`src/rtl/ms_timer_pkg.sv`:
```
// Shared definitions for the millisecond interval timer: state encoding,
// default counter width and common interval lengths.
package ms_timer_pkg;

    // Default width of duration / remaining count in ms (max 4095 ms).
    localparam int DEF_DUR_W = 12;

    // Common interval lengths used by callers.
    localparam int HOLD_2S_MS = 2000;
    localparam int HOLD_1S_MS = 1000;

    // FSM state encoding.
    typedef enum logic [1:0] {
        ST_IDLE = 2'd0,
        ST_RUN  = 2'd1,
        ST_FIN  = 2'd2
    } state_t;

endpackage

```
`src/rtl/ms_interval_timer_tick_edge_qual.sv`:
```
// Turns the raw 1 ms tick from the LFSR generator into a one-cycle event.
// Only a rising edge is accepted, and only if the generator was enabled in
// the previous cycle, so a tick output left high after the enable drops is
// never mistaken for a new millisecond.
module tick_edge_qual (
    input  logic clk,
    input  logic rst,
    input  logic tick_1ms,
    input  logic tick_enable,
    output logic tick_evt
);

    logic tick_q;
    logic enable_q;

    // Remember last cycle's tick level and generator enable.
    always_ff @(posedge clk) begin
        if (!rst) begin
            tick_q   <= 1'b0;
            enable_q <= 1'b0;
        end else begin
            tick_q   <= tick_1ms;
            enable_q <= tick_enable;
        end
    end

    assign tick_evt = tick_1ms & ~tick_q & enable_q;

endmodule

```
`src/rtl/ms_interval_timer.sv`:
```
// Counts qualified 1 ms ticks into programmable intervals, one-shot or
// periodic. Owns the tick generator's enable so the generator restarts from
// its seed at every interval start. Emits a one-cycle done pulse at expiry.
//
// Control handshake: start and abort are single-cycle requests with no
// ready; each is acted on in the cycle it is high. Per cycle abort wins over
// start, and start wins over a tick event. done is a one-cycle registered
// pulse with no backpressure.
module ms_interval_timer
    import ms_timer_pkg::*;
#(
    parameter int DUR_W = DEF_DUR_W
) (
    input  logic             clk,
    input  logic             rst,
    input  logic             start,
    input  logic             abort,
    input  logic             repeat_mode,
    input  logic [DUR_W-1:0] duration_ms,
    input  logic             tick_1ms,
    output logic             tick_enable,
    output logic             busy,
    output logic             done,
    output logic [DUR_W-1:0] remaining_ms,
    output logic [1:0]       state_dbg
);

    state_t           state, state_next;
    logic [DUR_W-1:0] rem_next;
    logic [DUR_W-1:0] reload, reload_next;
    logic             rpt, rpt_next;
    logic             done_next;
    logic             ten_next;
    logic             tick_evt;

    tick_edge_qual u_qual (
        .clk         (clk),
        .rst         (rst),
        .tick_1ms    (tick_1ms),
        .tick_enable (tick_enable),
        .tick_evt    (tick_evt)
    );

    assign busy      = (state == ST_RUN);
    assign state_dbg = state;

    // State, counter, latches and registered outputs.
    always_ff @(posedge clk) begin
        if (!rst) begin
            state        <= ST_IDLE;
            remaining_ms <= '0;
            reload       <= '0;
            rpt          <= 1'b0;
            done         <= 1'b0;
            tick_enable  <= 1'b0;
        end else begin
            state        <= state_next;
            remaining_ms <= rem_next;
            reload       <= reload_next;
            rpt          <= rpt_next;
            done         <= done_next;
            tick_enable  <= ten_next;
        end
    end

    // Next-state, counter and output decisions with abort > start > tick.
    always_comb begin
        state_next  = state;
        rem_next    = remaining_ms;
        reload_next = reload;
        rpt_next    = rpt;
        done_next   = 1'b0;
        ten_next    = 1'b0;
        if (abort) begin
            state_next = ST_IDLE;
            rem_next   = '0;
        end else if (start) begin
            rem_next    = duration_ms;
            reload_next = duration_ms;
            rpt_next    = repeat_mode;
            if (duration_ms == '0) begin
                state_next = ST_FIN;
                done_next  = 1'b1;
            end else begin
                state_next = ST_RUN;
                // A restart holds the enable low one cycle so the generator reseeds.
                ten_next   = (state != ST_RUN);
            end
        end else begin
            case (state)
                ST_RUN: begin
                    ten_next = 1'b1;
                    if (tick_evt && remaining_ms != '0) begin
                        if (remaining_ms == DUR_W'(1)) begin
                            done_next = 1'b1;
                            if (rpt) begin
                                rem_next = reload;
                            end else begin
                                rem_next   = '0;
                                state_next = ST_FIN;
                                ten_next   = 1'b0;
                            end
                        end else begin
                            rem_next = remaining_ms - DUR_W'(1);
                        end
                    end
                end
                ST_FIN: begin
                    state_next = ST_IDLE;
                end
                default: begin
                    state_next = ST_IDLE;
                end
            endcase
        end
    end

endmodule

```
`config.mk`:
```
export PLATFORM = sky130hd
export DESIGN_NAME = ms_interval_timer
export DESIGN_NICKNAME = d
export VERILOG_FILES = /design/src/rtl/ms_timer_pkg.sv /design/src/rtl/ms_interval_timer_tick_edge_qual.sv /design/src/rtl/ms_interval_timer.sv
export SDC_FILE = /design/constraint.sdc
export NUM_CORES = 1
export LEC_CHECK = 0
export CAP_MARGIN = 10
export CORE_ASPECT_RATIO = 0.7
export CORE_MARGIN = 2
export CORE_UTILIZATION = 40
export CTS_CLUSTER_SIZE = 25
export DETAILED_ROUTE_END_ITERATION = 7
export PLACE_DENSITY_LB_ADDON = 0.25
export SYNTH_ARGS = -nofsm -noshare
export SYNTH_HDL_FRONTEND = slang
export SYNTH_SLANG_ARGS = --single-unit
```
`constraint.sdc`:
```
create_clock -name clk -period 1.7 [get_ports clk]
set_input_delay 0.255 -clock clk [delete_from_list [all_inputs] [get_ports clk]]
set_output_delay 0.255 -clock clk [all_outputs]
set_load 0.02 [all_outputs]
```
Yosys cells after proc, flatten, opt, wreduce, memory -nomap -nowiden:

Cells that the tools add are included.

* bits in latches: 0
* bits in read-only memories: 0
* output and inout bits: 17
* register bits after elaboration: 31
* memories kept: 0
* bits in writable memories: 0

* $lt $le $gt $ge: 0
* add/sub/neg operators: 1
* reductions and logical operators: 9
* bitwise gates (word level): 5
* equal/unequal tests: 6
* muxes and demuxes: 22
* shift-type cells: 0
* multipliers: 0
* div/mod/pow operators: 0

Operators by type and width (number)
* $mux W12: 5
* $eq A12 B1 Y1 const B: 1
* $logic_not A12 Y1: 1
* $mux W2: 6
* $reduce_bool A12 Y1: 1
* $sub A12 B1 Y12 const B: 1
* $mux W1: 11
* $ne A3 B2 Y1 const B: 2
* $reduce_and A2 Y1: 2
* $reduce_bool A2 Y1: 2
* $ne A3 B3 Y1 const B: 1
* $not A1 Y1: 3
* $reduce_and A3 Y1: 1
* $and A1 B1 Y1: 2
* $eq A2 B1 Y1 const B: 1
* $ne A2 B1 Y1 const B: 1
* $reduce_or A2 Y1: 1
* $logic_and A1 B1 Y1: 1

Longest topological paths before layout:

* depth after elaboration: 7
* gate-level depth with buffers: 9
* depth with buffers taken out: 7

Hierarchy:

A second synthesis with hierarchy kept.

* cells, all modules: 203
* area total of the unflattened synthesis: 1684.1 um2

Modules (own cells, without submodules)
* ms_interval_timer: area each 1622.8 um2, seq. area each 580.6 um2, cells each 198, instances 1
* tick_edge_qual: area each 61.3 um2, seq. area each 40.0 um2, cells each 5, instances 1

Worst setup path before layout:

Ideal clock, no wire load.

* path type: register to register
* start: register remaining_ms[0]
* end: register remaining_ms[0]
* clock period less this slack: 1888 ps
* path slack: -188 ps
* data arrival time: 1750 ps
* required time: 1562 ps
* stages on the path, launching flop included: 9
* path buffers: 2
* cell sequence: dfxtp_1 > ha_1 > nor4b_1 > and3_1 > buf_4 > buf_6 > nor2_1 > a31oi_1 > a21oi_1

* cells in the longest elaborated chain, start to end: 5
* elaborated cells on any way between the ends: 10
* classes of those cells: add/sub (1); eq/ne (1); mux (4); reduce/logical (4)

RTL lines
* start, declared: line ms_interval_timer.sv:24 `output logic [DUR_W-1:0] remaining_ms,`
* start signal, assigned: line ms_interval_timer.sv:58 `remaining_ms <= rem_next;`
* $sub A12 B1 Y12 or $eq A12 B1 Y1 (tied branches): line ms_interval_timer.sv:104, ms_interval_timer.sv:94
* $mux W12: line ms_interval_timer.sv:94 `if (remaining_ms == DUR_W'(1)) begin`
* $mux W12: line ms_interval_timer.sv:93 `if (tick_evt && remaining_ms != '0) begin`
* $mux W12: line ms_interval_timer.sv:90 `case (state)`
* $mux W12: line ms_interval_timer.sv:77 `end else if (start) begin`

Parallel ways exist; a longest one is shown, timed or not. The select of a mux whose other input is x is not followed.
A chain may end at the register's enable or synchronous reset.

Worst setup path after layout:

* start: register remaining_ms[5]
* end: register remaining_ms[11]

The elaborated chain is that of the path after synthesis.

==> impl_metrics.yaml <==
synthesis:
  yosys_most_used_dff: "dfxtp_1"
  synth_top_area_cell: "dfxtp_1"
  synth_area_leaders: "dfxtp_1, nand2_1, a21boi_0"
  synthesis.area_um2: 1679
  seq_area_frac_synth_pct: 36.96
  ys_async_sr_fraction_pct: 0
  synth_edf_count: 0
  yosysWarnings: 0
  synth.distinct_cells: 48
  synth_cells: 210
  ys_seq_elements: 31
  synth.avg_cell_area_um2: 7.996
  yosysTopAreaCellShare_pct: 36.96
  syn-num-nets: 231
critical_path:
  crit_chain: "nor4_4 > buf_4 > nand4_1 > or3_1 > a31o_1 > a21oi_2"
  crit_slowest_cell: "or3_1"
  slowest_delay_ns: 0.39
  end_kind: "register"
  worst-path-max-fanout: 5
  critPathTopFamily: "simple AND/OR/NAND/NOR gates"
  cp-start-kind: "register"
  crit_required_ns: 1.92
  crit_buf_inv: 1
  arrival_ns: 2.06
  crit_type: "register to register"
grt:
  first_global_vias: 1757
  antenna_found_initial: 0
  grtUsageTotal_pct: 25.28
  grt_pass1_wl_mm: 8.914
  grt_max_degree: 16
  gr-total-overflow: 0
sta:
  hold_viol_final: 0
  worst_pin_slew_ns: 0.4873
  fmax_ghz: 0.5453
  skew_ns: 0.004148
  timing.final.ws_setup_ns: -0.1339
  rsz0062_at_grt: "yes"
  finalCritPeriodShare_pct: 107.9
  slew-limit-headroom_pct: 67.52
  setup_tns_ns: -0.2329
  min_period_ns: 1.834
  slew_viol_final: 0
  setup_violations: 6
detailed_routing:
  firstDrtPassIters: 5
  viasPerCell: 5.775
  first_iter_violations: 241
  wirelength_mm: 6.234
  vias: 2004
  detail-route-antenna-nets: 0
  drc: 0
  post_drt_wl_per_cell_um: 17.97
final_layout:
  area_delta_synth_final_pct: 63.56
  layout_commonest_cell: "buf_4"
  num_antenna_cells: 0
  nFillCells: 314
  layout.nets: 315
  drive_above_1_share_pct: 30.85
  final_cell_mix: "buf_4, nand2_1, dfxtp_1"
  instances_no_fill: 347
run_status:
  violations: "negative setup slack"
  status: "complete, but fails checks"
clock_tree:
  htreeDepth: 2
  cts_buffers: 5
  ctsHoldBuffers: 0
  clockBufferDepth: 2
  cts_root_buf: "clkbuf_8"
  clock_latency_ns: 0.29
  clkSlewWorstSetupHoldPaths_ns: 0.07
  clock-sinks: 31
  cts_tree: "built"
power:
  powerDensity_nw_per_um2: 782.0
  p_sw_uw: 600.9
  seqPwrFrac_pct: 36.6
  p_total_mw: 2.148
  comb_power_share_pct: 24.7
  vdd_ir_drop_max_mv: 0.4948
  internal-power_mw: 1.547
  p_leak_nw: 1.198
  netSwitchingFraction_pct: 27.98
  clock_power_share_pct: 38.7
placement:
  place_congestion: 0.9110
  portBuffers: 34
  place_hpwl_mm: 4.134
  dp_cells: 332
  dp_slack_ns: -0.1723
flow_run:
  cap_viol_max_count: 0
die:
  pin_count: 35
  start_util_pct: 42.29
  die_area_um2: 4740
  core.rowCount: 19
  die_w_um: 81.44
  die_h_um: 58.21
  core_area_um2: 3970
min_path:
  min_path_type: "register to register"
==> sequential cells by signal, summed over array words and instances, names as in the netlist <==
signal,flops
done,1
reload,12
remaining_ms,12
rpt,1
state_dbg,2
tick_enable,1
u_qual.enable_q,1
u_qual.tick_q,1
==> Yosys cell counts, types with 2 or more instances <==
cell type	n
o211ai_1	3
nor4_1	3
nor3_1	5
or3_1	2
a21oi_1	12
xor2_1	2
xnor2_1	4
nand3_1	9
inv_1	5
clkbuf_1	5
o221ai_1	4
nand3b_1	2
nor2_1	14
nand4_1	4
nand2b_1	3
dfxtp_1	31
buf_2	3
a311oi_1	3
and2_1	2
o21ai_0	7
a31oi_1	4
a21boi_0	13
and3_1	2
ha_1	3
nand4b_1	2
nand2_1	40
o22ai_1	2
==> worst register-to-register path: stages, from the launching register on <==
cell and delay, ns:
dfxtp_1 0.34, nor4_4 0.31, buf_4 0.20, nand4_1 0.14, or3_1 0.39, a31o_1 0.24
a21oi_2 0.15
==> power groups by stage <==
| stage | Sequential (mW) | Clock (mW) | Combinational, mW |
|---|---|---|---|
| finish | 0.785 | 0.832 | 0.531 |
| global route | 0.788 | 0.870 | 0.561 |
| CTS | 0.784 | 0.828 | 0.456 |
| detailed placement | 0.798 | 0 | 0.439 |
| global placement | 0.798 | 0 | 0.435 |
| floorplan | 0.820 | 0 | 0.191 |
==> layer usage <==
layer / share of wire, % / vias to the layer above / wire length (µm) / global-route usage [%]
met5: 0 / - / 0 / 0
met4: 2.0 / 0 / 123 / 7.022
met3: 11 / 17 / 703 / 8.255
met2: 44 / 118 / 2736 / 35.01
met1: 43 / 938 / 2671 / 37.25
li1: - / 931 / - / -
==> what timing repair did <==
item	CTS	global route
pin swaps	5	23
endpoints found under the setup margin	20	22
resized for setup	15	35
cloned	0	1
buffers inserted	1	6
==> per-stage QoR <==
stage	util, %	cell area, µm²	hold slack [ns]
2_1_floorplan	-	1690	0.3767
3_3_place_gp	60.48	2401	0.4393
3_5_place_dp	60.48	2401	0.4552
4_1_cts	64.77	2571	0.4651
5_1_grt	69.18	2746	0.4887
6_report	69.18	2746	0.4713
==> path summary, 6_finish.rpt <==
check	to	cells past startpoint	slack (ns)	startpoint
hold / removal	reload[5]	2	0.47	reload[5]
setup reg to reg	remaining_ms[11]	6	-0.13	remaining_ms[5]
setup / recovery	remaining_ms[11]	6	-0.13	remaining_ms[5]
hold reg to reg	reload[5]	2	0.47	reload[5]
==> cell type report <==
class                   instances  area (µm²)  share of cell area (%)
flip-flops and latches         31       628.1                   22.87
clock buffers                   7       97.59                   3.554
repair buffers                 87       770.7                   28.06
well taps                      52       65.06                   2.369
inverters                       5       23.77                  0.8656
multi-input cells             164        1131                   41.18
clock inverters                 1       30.03                   1.093
==> cell families after synthesis <==
logic type / after synthesis / synth area share (%)
adders and majority gates: 3 / 2.236
muxes: 1 / 0.5961
AOI/OAI and AO/OA: 57 / 23.32
DFF: 31 / 36.96
xor gates and xnor gates: 6 / 3.130
and+or+nand+nor: 97 / 29.51
buffers and inverters: 15 / 4.247
(Power assumes the default switching activity.)
==> RTL edit 1, RTL diff (config.mk and constraints unchanged) <==
Add an input register stage for `start`, `abort`, `repeat_mode`, `duration_ms` and `tick_1ms`, without a reset; this delays them by one clock. Comments in the files are not updated.
--- a/src/rtl/ms_interval_timer.sv
+++ b/src/rtl/ms_interval_timer.sv
@@ -25,6 +25,20 @@
     output logic [1:0]       state_dbg
 );
 
+    logic start_q;
+    logic abort_q;
+    logic repeat_mode_q;
+    logic [DUR_W-1:0] duration_ms_q;
+    logic tick_1ms_q;
+
+    always_ff @(posedge clk) begin
+        start_q       <= start;
+        abort_q       <= abort;
+        repeat_mode_q <= repeat_mode;
+        duration_ms_q <= duration_ms;
+        tick_1ms_q    <= tick_1ms;
+    end
+
     state_t           state, state_next;
     logic [DUR_W-1:0] rem_next;
     logic [DUR_W-1:0] reload, reload_next;
@@ -36,7 +50,7 @@
     tick_edge_qual u_qual (
         .clk         (clk),
         .rst         (rst),
-        .tick_1ms    (tick_1ms),
+        .tick_1ms    (tick_1ms_q),
         .tick_enable (tick_enable),
         .tick_evt    (tick_evt)
     );
@@ -71,14 +85,14 @@
         rpt_next    = rpt;
         done_next   = 1'b0;
         ten_next    = 1'b0;
-        if (abort) begin
+        if (abort_q) begin
             state_next = ST_IDLE;
             rem_next   = '0;
-        end else if (start) begin
-            rem_next    = duration_ms;
-            reload_next = duration_ms;
-            rpt_next    = repeat_mode;
-            if (duration_ms == '0) begin
+        end else if (start_q) begin
+            rem_next    = duration_ms_q;
+            reload_next = duration_ms_q;
+            rpt_next    = repeat_mode_q;
+            if (duration_ms_q == '0) begin
                 state_next = ST_FIN;
                 done_next  = 1'b1;
             end else begin
Formal check against the unedited RTL: not equivalent (Yosys sat finds a counterexample within 4 cycles, from zero or initial values and one cycle with rst low).
==> RTL edit 1 against the unedited design <==
The run still ends with negative setup slack left. Via count shrank 2.1%. Routed wire length down 5.1%. Final area grew 8.8%. Area after synthesis rose by 23%. Synthesized cell count grew 12%. Count of clock-buffer cells in the layout shrank 1. Cell count grew 6.9%. Power increased by 10%. Worst setup slack got worse by 3.5 ps. Combinational power decreased by 16%. Sequential cell count grew 16. Largest cell class unchanged. Largest power group is now sequential cells. Highest routed layer unchanged.
==> RTL edit 1: results (changes against the unedited design) <==
stage;metric;value;unit;change
synth;post-synthesis sequential area ratio;0.454;;+0.0842
timing;Worst Skew;5.86;ps;+1.71 ps
worst_hold_path;HP Class;input port to flop;;
place;Detailed Place HPWL;4140;um;about the same
global_routing;vias in the first global route;1934;;+10%
synth;mux share of post-synthesis cell area;0.0103;;+0.00430
place;DP Worst Slack;-115;ps;+57.3 ps
route;Via density;5.29;;-8.4%
synth;synth cell count leaders;dfxtp_1, nand2_1, a21oi_1;;
synth;synth unique cells;53;;+10%
layout;Nets;322;;+2.2%
timing;Slew HR;0.669;;-0.00637
outcome;outcome;finished, violations left;;
layout;layout cells sized above 1;0.285;;-0.0237
global_routing;met1 usage;0.300;;-0.0726
outcome;violated checks;negative setup slack;;
synth;post-synth net total;256;;+11%
clocking;number of H-tree levels;2;;unchanged
route;First-pass DRT Iterations;4;;-1
setup_path;delay-heaviest family, CP;simple AND/OR/NAND/NOR gates;;
global_routing;initial antenna violation count;0;;unchanged
power;Leak;1.25;nW;+4.5%
synth;XOR/XNOR Fraction of Synth Area;0.0211;;-0.0102
global_routing;first-pass GRT wire length;9580;um;+7.4%
clocking;clock-pin slew on the worst setup and hold paths;90;ps;+20 ps
route;Avg WL per Cell;15.9;um;-11%
global_routing;GR Util met2;0.316;;-0.0343
global_routing;met3 GRT Util;0.0554;;-0.0271
timing;endpoints failing setup;12;;+6
power;maximum VDD drop;0.000568;V;+15%
setup_path;CP max FO;4;;-1
setup_path;Critical Path AT;2080;ps;+20 ps
synth;Synth area leaders;dfxtp_1, nand2_1, a21boi_0, a21oi_1, nand3_1;;
clocking;cts bufs inserted;5;;unchanged
synth;Synth Area in Compound Gates;0.201;;-0.0323
place;GPL Wtd Cong;0.898;;-1.5%
clocking;clk_lat worst skew;300;ps;
timing;post-route worst setup slack;-137;ps;-3.45 ps
clocking;Root Driver;clkbuf_8;;
route;wire length on met1;2890;um;+8.3%
setup_path;Worst path max stage delay;390;ps;about the same
clocking;Bufs on Longest Clock Path;2;;unchanged
global_routing;GRT Total Usage;0.210;;-0.0425
synth;Synth Area in Adders;0.0181;;-0.00425
route;metal2 WL;2560;um;-6.3%
route;DR iter-0 viols;190;;-21%
setup_path;CP max-delay cell;nor4_4;;
route;Met3 Wirelength;406;um;-42%
global_routing;largest net degree at the start of global routing;24;;+8
## RTL edit 1: kinds of logic after synthesis
family / Yosys count
AND/OR/NAND/NOR: 93
AO/OA/AOI/OAI: 60
flip-flops: 47
buffers and inverters: 25
XOR/XNOR: 5
adder cells (fa/ha/maj): 3
multiplexers: 2
## RTL edit 1: final timing paths
path                                 startpoint              end  slack, ps  cells after the start
worst max-delay path            remaining_ms[7]  remaining_ms[9]       -140                      5
worst min-delay path                   tick_1ms       tick_1ms_q        390                      1
worst max register to register  remaining_ms[7]  remaining_ms[9]       -140                      5
worst min register to register    repeat_mode_q              rpt        460                      2
## RTL edit 1: through the flow
step	total power (W)	std cells	hold slack, ps	TNS (ps)	cell area [um^2]
final	0.00237	371	388	-719	2990
after global placement	0.00158	356	433	-76.8	2670
after detailed placement	0.00159	356	442	-453	2670
after floorplan	0.00142	235	283	-221	2100
after global routing	0.00248	371	381	-1640	2990
after CTS	0.00231	365	382	-245	2820
## RTL edit 1: report_power, final
group	leakage [nW]	internal, W	switching [W]	total, W
registers	0.392	0.00115	0.0000442	0.00119
logic	0.807	0.000232	0.000215	0.000447
clock network	0.0517	0.000334	0.000391	0.000725
## RTL edit 1: cell type report
class | count | area (um^2)
Inverter | 10 | 37.5
Clock inverter | 2 | 15.0
Fill cell | 453 | 1900
Multi-Input combinational cell | 163 | 1140
Clock buffer | 6 | 82.6
Sequential cell | 47 | 957
Timing Repair Buffer | 74 | 669
Tap cell | 69 | 86.3
## RTL edit 1: timing repair
| item | in CTS | in global routing |
|---|---|---|
| gates resized for setup | 13 | 28 |
| endpoints found under the hold margin | 0 | 0 |
| buffers inserted | 1 | 7 |
| pin swaps | 5 | 14 |
| setup endpoints to repair | 16 | 19 |
| gates cloned | 0 | 0 |
==> RTL edit 2, RTL diff (same settings) <==
Without the edit above. Change the package constant `DEF_DUR_W` from 12 to 18.
--- a/src/rtl/ms_timer_pkg.sv
+++ b/src/rtl/ms_timer_pkg.sv
@@ -3,7 +3,7 @@
 package ms_timer_pkg;
 
     // Default width of duration / remaining count in ms (max 4095 ms).
-    localparam int DEF_DUR_W = 12;
+    localparam int DEF_DUR_W = 18;
 
     // Common interval lengths used by callers.
     localparam int HOLD_2S_MS = 2000;
Ports: changed (resized duration_ms and remaining_ms); port bits go from 35 to 47. The function was not compared with the original's and may differ.
==> RTL edit 2 against the unedited design <==
The flow still finishes with violations (negative setup slack). Power increased by 21%. Clock skew grew 8.8 ps. Worst setup slack lost 43 ps. Routed wire length grew 48%. Die area increased by 37%. First-iteration DRC count increased by 12%. Final area up 45%. Area after synthesis is 39% higher. Cell count up 42%. Sequential cell count rose by 12. Largest cell class unchanged. Largest power group is now sequential cells.
==> RTL edit 2: results (changes against the unedited design) <==
stage;metric;value;unit;change
clocking;Root Driver;clkbuf_8;;
clocking;clock-pin slew on the worst setup and hold paths;90;ps;+20 ps
place;GPL Wtd Cong;0.922;;+1.2%
timing;endpoints failing setup;20;;+14
setup_path;Worst path max stage delay;390;ps;about the same
synth;synth unique cells;55;;+15%
clocking;cts bufs inserted;5;;unchanged
synth;synth cell count leaders;nand2_1, dfxtp_1, nor2_1;;
clocking;Bufs on Longest Clock Path;2;;unchanged
place;Detailed Place HPWL;6490;um;+57%
route;Avg WL per Cell;18.8;um;+4.5%
global_routing;first-pass GRT wire length;13500;um;+52%
synth;post-synth net total;317;;+37%
setup_path;Critical Path AT;2070;ps;
timing;setup TNS;-1860;ps;-1630 ps
route;routed vias;2847;;+42%
place;placed cell area;3480;um^2;+45%
outcome;outcome;finished, violations left;;
synth;prevailing post-synth register cell;dfxtp_1;;
route;First-pass DRT Iterations;5;;unchanged
timing;Worst Skew;13.0;ps;+8.81 ps
clocking;clk_lat worst skew;310;ps;+20 ps
timing;Slew HR;0.686;;+0.0109
setup_path;CP max FO;7;;+2
synth;warnings from Yosys;0;;unchanged
power;Leak;1.68;nW;+40%
setup_path;delay-heaviest family, CP;simple AND/OR/NAND/NOR gates;;
global_routing;initial antenna violation count;0;;unchanged
outcome;violated checks;negative setup slack;;
setup_path;CP max-delay cell;nor4_4;;
worst_hold_path;HP Class;flop to flop;;
global_routing;vias in the first global route;2434;;+39%
layout;layout cells sized above 1;0.398;;+0.0896
global_routing;largest net degree at the start of global routing;16;;unchanged
synth;asr flop ratio synth;0;;unchanged
route;DR iter-0 viols;271;;+12%
layout;Layout fillers;442;;+41%
power;maximum VDD drop;0.000446;V;-9.9%
synth;Synth area leaders;dfxtp_1, nand2_1, a21boi_0, o21ai_0, nor2_1;;
place;port buffer count;46;;+35%
clocking;number of H-tree levels;2;;unchanged
timing;post-route worst setup slack;-177;ps;-42.8 ps
global_routing;GRT Total Usage;0.284;;+0.0311
layout;ANT cells;0;;unchanged
synth;post-synthesis sequential area ratio;0.368;;-0.00188
layout;Nets;443;;+41%
==> RTL edit 2: changes by cell type after synthesis, moves of 4 or more <==
| cell | change |
|---|---|
| and3_1 | +4 |
| nand2_1 | +10 |
| o21ai_0 | +10 |
| nor2_1 | +8 |
| a21boi_0 | +6 |
| nor4_1 | +4 |
| nor3_1 | +9 |
| clkbuf_1 | +6 |
| dfxtp_1 | +12 |
==> RTL edit 2: metal layers <==
| metal | up-vias | wire, um | GRT usage |
|---|---|---|---|
| met2 | 154 | 3980 | 0.413 |
| met4 | 0 | 180 | 0.0536 |
| met3 | 20 | 1020 | 0.0562 |
| met1 | 1359 | 4070 | 0.435 |
| li1 | 1314 | - | - |
| met5 | - | 0 | 0 |
==> RTL edit 2: area by class of cell <==
type | instances | share of cell area
Multi-Input combinational cell | 229 | 0.421
Timing Repair Buffer | 134 | 0.304
Sequential cell | 43 | 0.221
Clock buffer | 6 | 0.0236
Tap cell | 75 | 0.0236
Inverter | 4 | 0.00503
Clock inverter | 1 | 0.00157
==> RTL edit 2: worst min-delay path: stages, from the launching register on <==
cell and delay (ps):
dfxtp_1 320, nand2_1 50, a21boi_0 60
==> RTL edit 2: power by group <==
part | internal, W | switching [W] | total [W]
Combinational | 0.000371 | 0.000388 | 0.000759
Clock | 0.000372 | 0.000385 | 0.000757
Sequential | 0.00105 | 0.0000412 | 0.00109
==> RTL edit 2: repair_timing <==
item	CTS	global route
hold buffers	0	0
setup endpoints to repair	28	29
cloned	0	2
gates resized for setup	30	53
setup buffers	8	7
pin swaps	17	27
==> RTL edit 2: kinds of logic (layout without fill, tap and decap cells) <==
kind of cell,Yosys count,in the layout,share of synthesized area
buf+inv,20,145,0.0401
fa+ha+maj,2,2,0.0107
xor+xnor,8,8,0.0299
compound gates,87,87,0.259
mux,1,1,0.00428
flops,43,43,0.368
simple gates,130,131,0.288
==> RTL edit 2: worst paths after layout <==
path	from	end	slack, ps	cells past startpoint
worst max-delay path	remaining_ms[11]	remaining_ms[17]	-180	8
worst min-delay path	reload[13]	reload[13]	470	2
worst max register to register	remaining_ms[11]	remaining_ms[17]	-180	8
worst min register to register	reload[13]	reload[13]	470	2
==> RTL edit 2: stage by stage <==
stage	cells	setup WS [ps]	util	hold WS (ps)
global placement	471	-344	0.611	448
global route	492	-263	0.698	495
finish	492	-177	0.698	471
floorplan	291	-168	-	377
detailed placement	471	-369	0.611	461
CTS	484	-138	0.652	474
